$ cat config.mk
export PLATFORM = sky130hd
export DESIGN_NAME = div_ss
export DESIGN_NICKNAME = d
export VERILOG_FILES = /design/src/rtl/math_pkg.sv /design/src/rtl/div_ss_step.sv /design/src/rtl/div_ss.sv
export SDC_FILE = /design/constraint.sdc
export NUM_CORES = 1
export LEC_CHECK = 0
export ABC_AREA = 1
export BUFFER_PORTS_ARGS = -buffer_cell sky130_fd_sc_hd__buf_4
export CORE_ASPECT_RATIO = 0.75
export CORE_MARGIN = 8
export CORE_UTILIZATION = 40
export CTS_CLUSTER_SIZE = 24
export DETAILED_ROUTE_END_ITERATION = 8
export GPL_TIMING_DRIVEN = 0
export PLACE_DENSITY = 0.66
export SYNTH_ARGS = -nofsm -noshare
export SYNTH_HDL_FRONTEND = slang
export SYNTH_HIERARCHICAL = 1
export SYNTH_SLANG_ARGS = --single-unit
$ cat constraint.sdc
create_clock -name clk_i -period 2 [get_ports clk_i]
set_clock_uncertainty 0.15 [all_clocks]
set_input_delay 0.4 -clock clk_i [delete_from_list [all_inputs] [get_ports clk_i]]
set_output_delay 0.4 -clock clk_i [all_outputs]
set_load 0.01 [all_outputs]
$ cat src/rtl/math_pkg.sv
// Shared types for the math library.
// Operand sign modes and divider FSM states.
package math_pkg;

    typedef enum logic [1:0] {
        TC_UU,
        TC_SU,
        TC_US,
        TC_SS
    } tc_mode_e;

    typedef enum logic [1:0] {
        DIV_IDLE,
        DIV_CALC,
        DIV_FIX
    } div_state_e;

endpackage

$ cat src/rtl/div_ss_step.sv
// One restoring-division step.
// Shifts the next dividend bit into the remainder and subtracts |b| when it fits.
module div_ss_step #(
    parameter int BDw = 4
) (
    input  logic [BDw-1:0] i_rem,
    input  logic           i_bit,
    input  logic [BDw-1:0] i_b,
    output logic [BDw:0]   o_rem,
    output logic           o_q
);

    logic [BDw:0] w_sh;
    logic [BDw:0] w_b;

    // The incoming remainder is always below |b|, so its top bit is zero
    always_comb begin
        w_sh  = {i_rem, i_bit};
        w_b   = {1'b0, i_b};
        o_q   = (w_sh >= w_b);
        o_rem = o_q ? (w_sh - w_b) : w_sh;
    end

endmodule

$ cat src/rtl/div_ss.sv
// Iterative restoring divider, one quotient bit per clock.
// Divides magnitudes, then applies truncate-toward-zero signs in FIX.
module div_ss
    import math_pkg::*;
#(
    parameter int ADw = 8,
    parameter int BDw = 4
) (
    input  logic           clk_i,
    input  logic           rst_i,
    input  logic           en_pi,
    input  logic [1:0]     tc_mode_i,
    input  logic [ADw-1:0] a_i,
    input  logic [BDw-1:0] b_i,
    output logic [ADw-1:0] q_o,
    output logic [BDw:0]   r_o,
    output logic           div_zero_o,
    output logic           valid_o,
    output logic           busy_o
);

    localparam int CW = $clog2(ADw) + 1;
    localparam logic [CW-1:0] CNT_LAST = CW'(ADw - 1);

    div_state_e     r_state;
    logic [CW-1:0]  r_cnt;
    logic           r_sa;
    logic           r_sb;
    logic [ADw-1:0] r_a;
    logic [BDw-1:0] r_b;
    logic [BDw:0]   r_rem;
    logic [BDw:0]   r_alo;
    logic [ADw-1:0] r_q;
    logic [BDw:0]   r_r;
    logic           r_dz;
    logic           r_valid;
    logic           r_busy;

    tc_mode_e       w_mode;
    logic           w_a_neg;
    logic           w_b_neg;
    logic [ADw-1:0] w_a_abs;
    logic [BDw-1:0] w_b_abs;
    logic [BDw:0]   w_rem_nxt;
    logic           w_qbit;
    logic [ADw-1:0] w_q_fix;
    logic [BDw:0]   w_r_fix;

    // Operand magnitudes; a negative value needs a signed mode and a set MSB
    always_comb begin
        w_mode  = tc_mode_e'(tc_mode_i);
        w_a_neg = ((w_mode == TC_SU) || (w_mode == TC_SS)) && a_i[ADw-1];
        w_b_neg = ((w_mode == TC_US) || (w_mode == TC_SS)) && b_i[BDw-1];
        w_a_abs = w_a_neg ? -a_i : a_i;
        w_b_abs = w_b_neg ? -b_i : b_i;
    end

    div_ss_step #(
        .BDw   (BDw)
    ) u_step (
        .i_rem (r_rem[BDw-1:0]),
        .i_bit (r_a[ADw-1]),
        .i_b   (r_b),
        .o_rem (w_rem_nxt),
        .o_q   (w_qbit)
    );

    // Quotient negative iff signs differ; remainder follows the dividend
    always_comb begin
        w_q_fix = (r_sa ^ r_sb) ? -r_a : r_a;
        w_r_fix = r_sa ? -r_rem : r_rem;
    end

    // Control FSM; r_a shifts |a| out of its MSB while quotient bits enter the LSB
    always_ff @(posedge clk_i) begin
        if (rst_i) begin
            r_state <= DIV_IDLE;
            r_cnt   <= '0;
            r_sa    <= 1'b0;
            r_sb    <= 1'b0;
            r_a     <= '0;
            r_b     <= '0;
            r_rem   <= '0;
            r_alo   <= '0;
            r_q     <= '0;
            r_r     <= '0;
            r_dz    <= 1'b0;
            r_valid <= 1'b0;
            r_busy  <= 1'b0;
        end else begin
            r_valid <= 1'b0;
            case (r_state)
                DIV_IDLE: begin
                    if (en_pi) begin
                        r_sa    <= w_a_neg;
                        r_sb    <= w_b_neg;
                        r_a     <= w_a_abs;
                        r_b     <= w_b_abs;
                        r_alo   <= a_i[BDw:0];
                        r_rem   <= '0;
                        r_cnt   <= '0;
                        r_busy  <= 1'b1;
                        r_state <= DIV_CALC;
                    end
                end
                DIV_CALC: begin
                    r_rem <= w_rem_nxt;
                    r_a   <= {r_a[ADw-2:0], w_qbit};
                    r_cnt <= r_cnt + 1'b1;
                    if (r_cnt == CNT_LAST) begin
                        r_state <= DIV_FIX;
                    end
                end
                DIV_FIX: begin
                    if (r_b == '0) begin
                        r_q  <= '1;
                        r_r  <= r_alo;
                        r_dz <= 1'b1;
                    end else begin
                        r_q  <= w_q_fix;
                        r_r  <= w_r_fix;
                        r_dz <= 1'b0;
                    end
                    r_valid <= 1'b1;
                    r_busy  <= 1'b0;
                    r_state <= DIV_IDLE;
                end
                default: begin
                    r_state <= DIV_IDLE;
                end
            endcase
        end
    end

    assign q_o        = r_q;
    assign r_o        = r_r;
    assign div_zero_o = r_dz;
    assign valid_o    = r_valid;
    assign busy_o     = r_busy;

endmodule

# After elaboration in Yosys (flattened, before gate mapping)
# Cells that the tools add are included.
[totals]
regBits = 46
out_inout_bits = 16
[op_classes]
bitwise = 1
n_mux = 20
n_lt_le_gt_ge = 1
n_addsub = 6
eq_ne = 8
reduce_logical = 12
[op_table]
columns = ["op", "n"]
rows = [
  ["8-bit two-way mux", 4],
  ["5-bit two-way mux", 4],
  ["8-bit negator", 2],
  ["8-bit one-hot mux with 2 select lines", 1],
  ["5-bit one-hot mux with 2 select lines", 1],
  ["4-bit two-way mux", 2],
  ["4-bit one-hot mux with 2 select lines", 1],
  ["2-bit AND reduction", 4],
  ["2-bit equality test, second input constant", 3],
  ["5-bit by 4-bit greater-or-equal comparator with 1-bit output", 1],
  ["5-bit negator", 1],
  ["5-bit by 4-bit subtractor with 5-bit output", 1],
  ["4-bit by 1-bit adder with 4-bit output, second input constant", 1],
  ["2-bit by 1-bit equality test with 1-bit output, second input constant", 2],
  ["4-bit by 3-bit equality test with 1-bit output, second input constant", 1],
  ["4-bit zero test", 1],
  ["2-bit two-way mux", 2],
  ["2-bit != test, second input constant", 2],
  ["4-bit negator", 1],
  ["2-bit one-hot mux with 2 select lines", 1],
  ["2-bit nonzero test", 2],
  ["1-bit two-way mux", 3],
  ["1-bit logical AND", 2],
  ["2-bit zero test", 1],
  ["other kinds (3)", 4],
]

# Longest topological paths before layout
[logic_depth]
depth_word = 6
mapped_depth = 11

# Hierarchy
# Netlist, hierarchy kept.
[by_module_without_submodules]
columns = ["mod", "cells_per_inst", "area_each_um2", "n_inst"]
rows = [
  ["div_ss", 308, 2265.9, 1],
  ["div_ss_step", 55, 312.8, 1],
]

# Least setup slack after synthesis
# Ideal clock, no wire load.
[synth_timing]
path_kind = "register to register"
from = "register r_a[7]"
to = "register r_rem[4]"
synth_period_minus_slack_ns = 1.792
setup_time_ns = 0.117
path_buffers = 0
setup_slack_ns = 0.208
stages_incl_launch_ff = 11
t_required_ns = 1.733
arrival_time_ns = 1.524
path_cell_list = "dfxtp_1 -> inv_1 -> ha_1 -> fa_1 -> inv_1 -> nand3_1 -> nand3b_1 -> nand2_1 -> nand2_1 -> inv_1 -> a32o_1"
[synth_via]
elab_chain_cells = 3
elab_cells_between_ends = 4
classes_between = "add/sub: 1; order compare: 1; mux: 2"
[synth_lines]
columns = ["item", "line", "source"]
rows = [
  ["start: declaration", "div_ss.sv:29", "logic [ADw-1:0] r_a;"],
  ["start signal: assignment", "div_ss.sv:97", "r_a <= w_a_abs;"],
  ["start signal: assignment", "div_ss.sv:108", "r_a <= {r_a[ADw-2:0], w_qbit};"],
  ["5-bit by 4-bit subtractor with 5-bit output or 5-bit by 4-bit greater-or-equal comparator with 1-bit output (tied branches)", "div_ss_step.sv:21, div_ss_step.sv:20", ""],
  ["5-bit two-way mux (*)", "div_ss_step.sv:21", "o_rem = o_q ? (w_sh - w_b) : w_sh;"],
  ["net w_rem_nxt[4]", "div_ss.sv:44", "logic [BDw:0] w_rem_nxt;"],
  ["5-bit one-hot mux with 2 select lines (*)", "div_ss.sv:92", "case (r_state)"],
  ["end signal: assignment", "div_ss.sv:107", "r_rem <= w_rem_nxt;"],
  ["end: declaration", "div_ss.sv:31", "logic [BDw:0] r_rem;"],
]
# Mark *: on every way through the listed nets, which the timed path passes. The rest lies on a longest branch.
# A chain may end at the register's enable or synchronous reset.

# Worst setup path in the final report
# Same ends and word-level chain as after synthesis.

==> summary.md <==
| Metric | Value |
|---|---|
| Worst hold start | `b_i[3]` |
| Gr usage total | `0.1508` |
| Routed WL per cell | `13.80 um` |
| Tmin final | `between 1.5 and 2 ns` |
| Power per cell area | `about 760 nW/um^2` |
| Synth Area in Adders | `0.05143` |
| Port bufs | `31` |
| Nets@finish | `428` |
| Post-synthesis to final-layout area growth | `17.56%` |
| Global route overflow | `0` |
| Vias in the first global route | `~2300` |
| FF-to-FF End | `r_rem[4]$_SDFFE_PP0P_` |
| Antenna Nets Post-Route | `0` |
| Mapped Cells | `between 300 and 400` |
| WP buf/inv | `3` |
| I/O Pins | `33` |
| Synth top area share | `0.3571` |
| Max-Cap Viols | `0` |
| Die area | `9299 sq um` |
| Synth Area in Simple Gates | `0.2955` |
| Hold WC Path Type | `input port to flop` |
| Sequential power share | `0.444` |
| Synth Area in Compound Gates | `0.1650` |
| Core ar. | `~6300 sq um` |
| Finished Cell Area | `between 3000 and 4000 sq um` |
| Finish-stage setup viols | `0` |
| Comb power frac | `0.247` |
| Synth unique cells | `40` |
| Area leader, netlist | `dfxtp_1` |
| Period utilization | `0.9275` |
| CP Launch Type | `flop` |
| Post-synth ARST share | `0` |
| Wirelength, routed | `around 6700 um` |
| Final HPWL from detailed placement | `a little over 5000 um` |
| Reg-to-reg startpoint | `r_a[7]$_SDFFE_PP0P_` |
| Largest net degree at the start of global routing | `14` |
| CTS Hold Bufs | `0` |
| Vias per inst | `5.158` |
| Final GP Congestion | `around 0.9` |
| Yosys warns | `6` |
| Cell Rows | `25` |
| Synth top cells by count | `nand2_1, inv_1, dfxtp_1` |
| DR pass1 iterations | `5` |
| Clock Pin Slew Worst Setup and Hold Paths | `0.09 ns` |
| Clk pwr share | `0.310` |
| Post-synthesis mux area share | `0` |
| Final Hold Vio Count | `0` |
| Ys flop type | `dfxtp_1` |
| Critical path class | `flop to flop` |
| Slowest cell on crit path | `dfxtp_4` |
| Internal | `between 1500 and 2000 uW` |
| Setup crit end kind | `flop` |
| Switch Pwr | `722.7 uW` |
| Most frequent cell after synthesis | `nand2_1` |
| Layout Utilization | `0.4846` |
| Required time worst endpoint | `slightly above 2 ns` |
| Syn_area_per_cell | `slightly above 7 sq um` |
| Worst ir drop on vdd | `roughly 0.0003 V` |
| Via count | `2486` |
| ANT cells | `0` |
| Outcome | `finished clean` |
| Fillers | `approximately 630` |
| Register-to-Register Setup Slack | `0.15 ns` |
| Leak | `between 0.001 and 0.0015 uW` |
| Placed instance area | `2913 sq um` |
| WHS Endpoint | `r_b[3]$_SDFFE_PP0P_` |
| Number of synthesized flops with an enable pin | `0` |
| Share of cells above drive strength 1 | `0.1771` |
| Synth Cell Area | `roughly 2600 sq um` |
| Crit Path Max Fanout | `5` |
| CTS H-tree depth | `2` |
| WHS | `0.2076 ns` |
| Clk Latency, worst-skew pair | `approximately 0.30 ns` |
| Global-route wire length before repair | `11210 um` |
| Net Sw Frac | `0.3132` |
| Top cells by area, synth | `dfxtp_1, nand2_1, nand3_1` |
| Post-synthesis net count | `390` |
| Max clock buf depth | `2` |
| Clock sink total | `46` |
| Largest family of logic cells by synthesized area | `simple AND/OR/NAND/NOR gates` |
| Register area share after synthesis | `0.3571` |
| Setup bufs post-CTS | `0` |
| Most common cell on crit path | `inv_1` |
| Synth Register Bits | `between 40 and 50` |
| CTS tree | `done` |
| CP max stage delay | `about 0.4 ns` |
| RSZ-0062 raised after global routing | `false` |
| Critical-path cell list | `inv_1 > ha_1 > fa_2 > inv_1 > nand3_1 > nand3b_1 > nand2_1 > nand2_1 > inv_1 > a32o_1` |
| Die H | `around 86 um` |
| Clock root cell | `clkbuf_8` |
| Initial DRC Count | `150` |
| Sum Neg Setup Slack | `0 ns` |
| Kind of cell adding the most delay to the critical path | `adder cells` |
| WHS Path Cells | `3` |
| Worst Tran Pin Value | `0.5983 ns` |
| Worst slew margin | `0.6011` |
| Cts bufs inserted | `5` |
| Die X | `about 110 um` |
| CP arrival | `1.90 ns` |
| Initial core utilization | `0.4122` |
| Antenna violations before repair | `0` |
| R2R depth | `10` |
| Final Max Tran Viols | `0` |
| Total power | `approximately 2300 uW` |
| Drt drc | `0` |
| Post-Synth XOR/XNOR Area | `0.02377` |
| Max Freq | `approximately 0.54 GHz` |
-- power by group through the flow --
stage | sequential (uW) | clock, uW | combinational, uW
floorplan | 1030 | 0 | 436
global placement | 1040 | 0 | 551
detailed placement | 1040 | 0 | 566
CTS | 1020 | 729 | 569
global route | 1030 | 770 | 646
finish | 1020 | 714 | 570
-- through the flow --
step                setup slack, ns  instances
global route                0.05190        482
floorplan                    0.2083        363
global placement            0.02169        475
finish                       0.1450        482
CTS                         0.05194        482
detailed placement         0.002669        475
-- state kept, by name (all words and copies together), names as in the netlist, 2 cells and up --
name,cells
q_o,8
r_a,8
r_alo,5
r_b,4
r_cnt,4
r_o,5
r_rem,5
r_state,2
-- cells by family after synthesis --
family | count (synthesis)
compound gates | 66
buf+inv | 68
fa+ha+maj | 10
flops | 46
xor+xnor | 7
simple gates | 166
-- how the worst max path moves through the flow --
| stage | depth (start not counted) | endpoint | slack (ns) | start |
|---|---|---|---|---|
| 5_1_grt | 10 | r_rem[4]$_SDFFE_PP0P_ | 0.05 | r_a[7]$_SDFFE_PP0P_ |
| 6_report | 10 | r_rem[4]$_SDFFE_PP0P_ | 0.15 | r_a[7]$_SDFFE_PP0P_ |
| 4_1_cts | 10 | r_rem[4]$_SDFFE_PP0P_ | 0.05 | r_a[7]$_SDFFE_PP0P_ |
| 2_1_floorplan | 10 | r_rem[4]$_SDFFE_PP0P_ | 0.21 | r_a[7]$_SDFFE_PP0P_ |
| 3_3_place_gp | 10 | r_rem[4]$_SDFFE_PP0P_ | 0.02 | r_a[7]$_SDFFE_PP0P_ |
| 3_5_place_dp | 10 | r_rem[4]$_SDFFE_PP0P_ | 0.003 | r_a[7]$_SDFFE_PP0P_ |
-- routing by layer --
layer	up-vias	GRT usage	part of all wire
li1	1257	-	-
met1	1149	0.2116	0.49
met2	75	0.2251	0.42
met3	5	0.03371	0.076
met4	0	0.04089	0.0080
met5	-	0	0
-- layout by cell type, fill, tap and decap left out, types with 2 or more instances in the layout --
| cell type | Yosys | final |
|---|---|---|
| nand2_2 | 6 | 6 |
| inv_1 | 54 | 54 |
| nor2_2 | 4 | 4 |
| clkbuf_8 | 0 | 6 |
| o21ai_1 | 2 | 2 |
| xor2_1 | 4 | 4 |
| inv_2 | 4 | 4 |
| xnor2_1 | 3 | 3 |
| nand2_1 | 78 | 78 |
| nand3_2 | 3 | 3 |
| a32o_1 | 6 | 6 |
| dfxtp_1 | 46 | 45 |
| buf_4 | 3 | 34 |
| a31oi_1 | 3 | 3 |
| ha_1 | 9 | 9 |
| nand2_4 | 3 | 3 |
| o21ai_0 | 18 | 18 |
| nand3_1 | 41 | 41 |
| nor2_1 | 25 | 25 |
| o211ai_1 | 4 | 4 |
| clkbuf_1 | 3 | 3 |
| a21oi_1 | 21 | 21 |
| a22oi_1 | 4 | 4 |
| nor3_1 | 2 | 2 |
-- layout make-up --
| type | instances | area, sq um | area share |
|---|---|---|---|
| Clock buffer | 6 | 82.58 | 0.02724 |
| Sequential cell | 46 | 924.6 | 0.3050 |
| Timing Repair Buffer | 31 | 232.7 | 0.07676 |
| Multi-Input combinational cell | 249 | 1384 | 0.4565 |
| Buffer | 10 | 58.81 | 0.01940 |
| Inverter | 58 | 217.7 | 0.07181 |
| Clock inverter | 1 | 30.03 | 0.009905 |
| Tap cell | 81 | 101.3 | 0.03343 |
-- worst min-delay path: stages --
cell and delay [ns]:
buf_4 0.11, nand2_1 0.06, a21oi_1 0.05
-- repair_timing --
action | in CTS | in global routing
hold endpoints to repair | 0 | 0
resized for setup | 1 | 2
setup endpoints to repair | 1 | 1
Note: power is estimated with default switching activity, not from simulation.
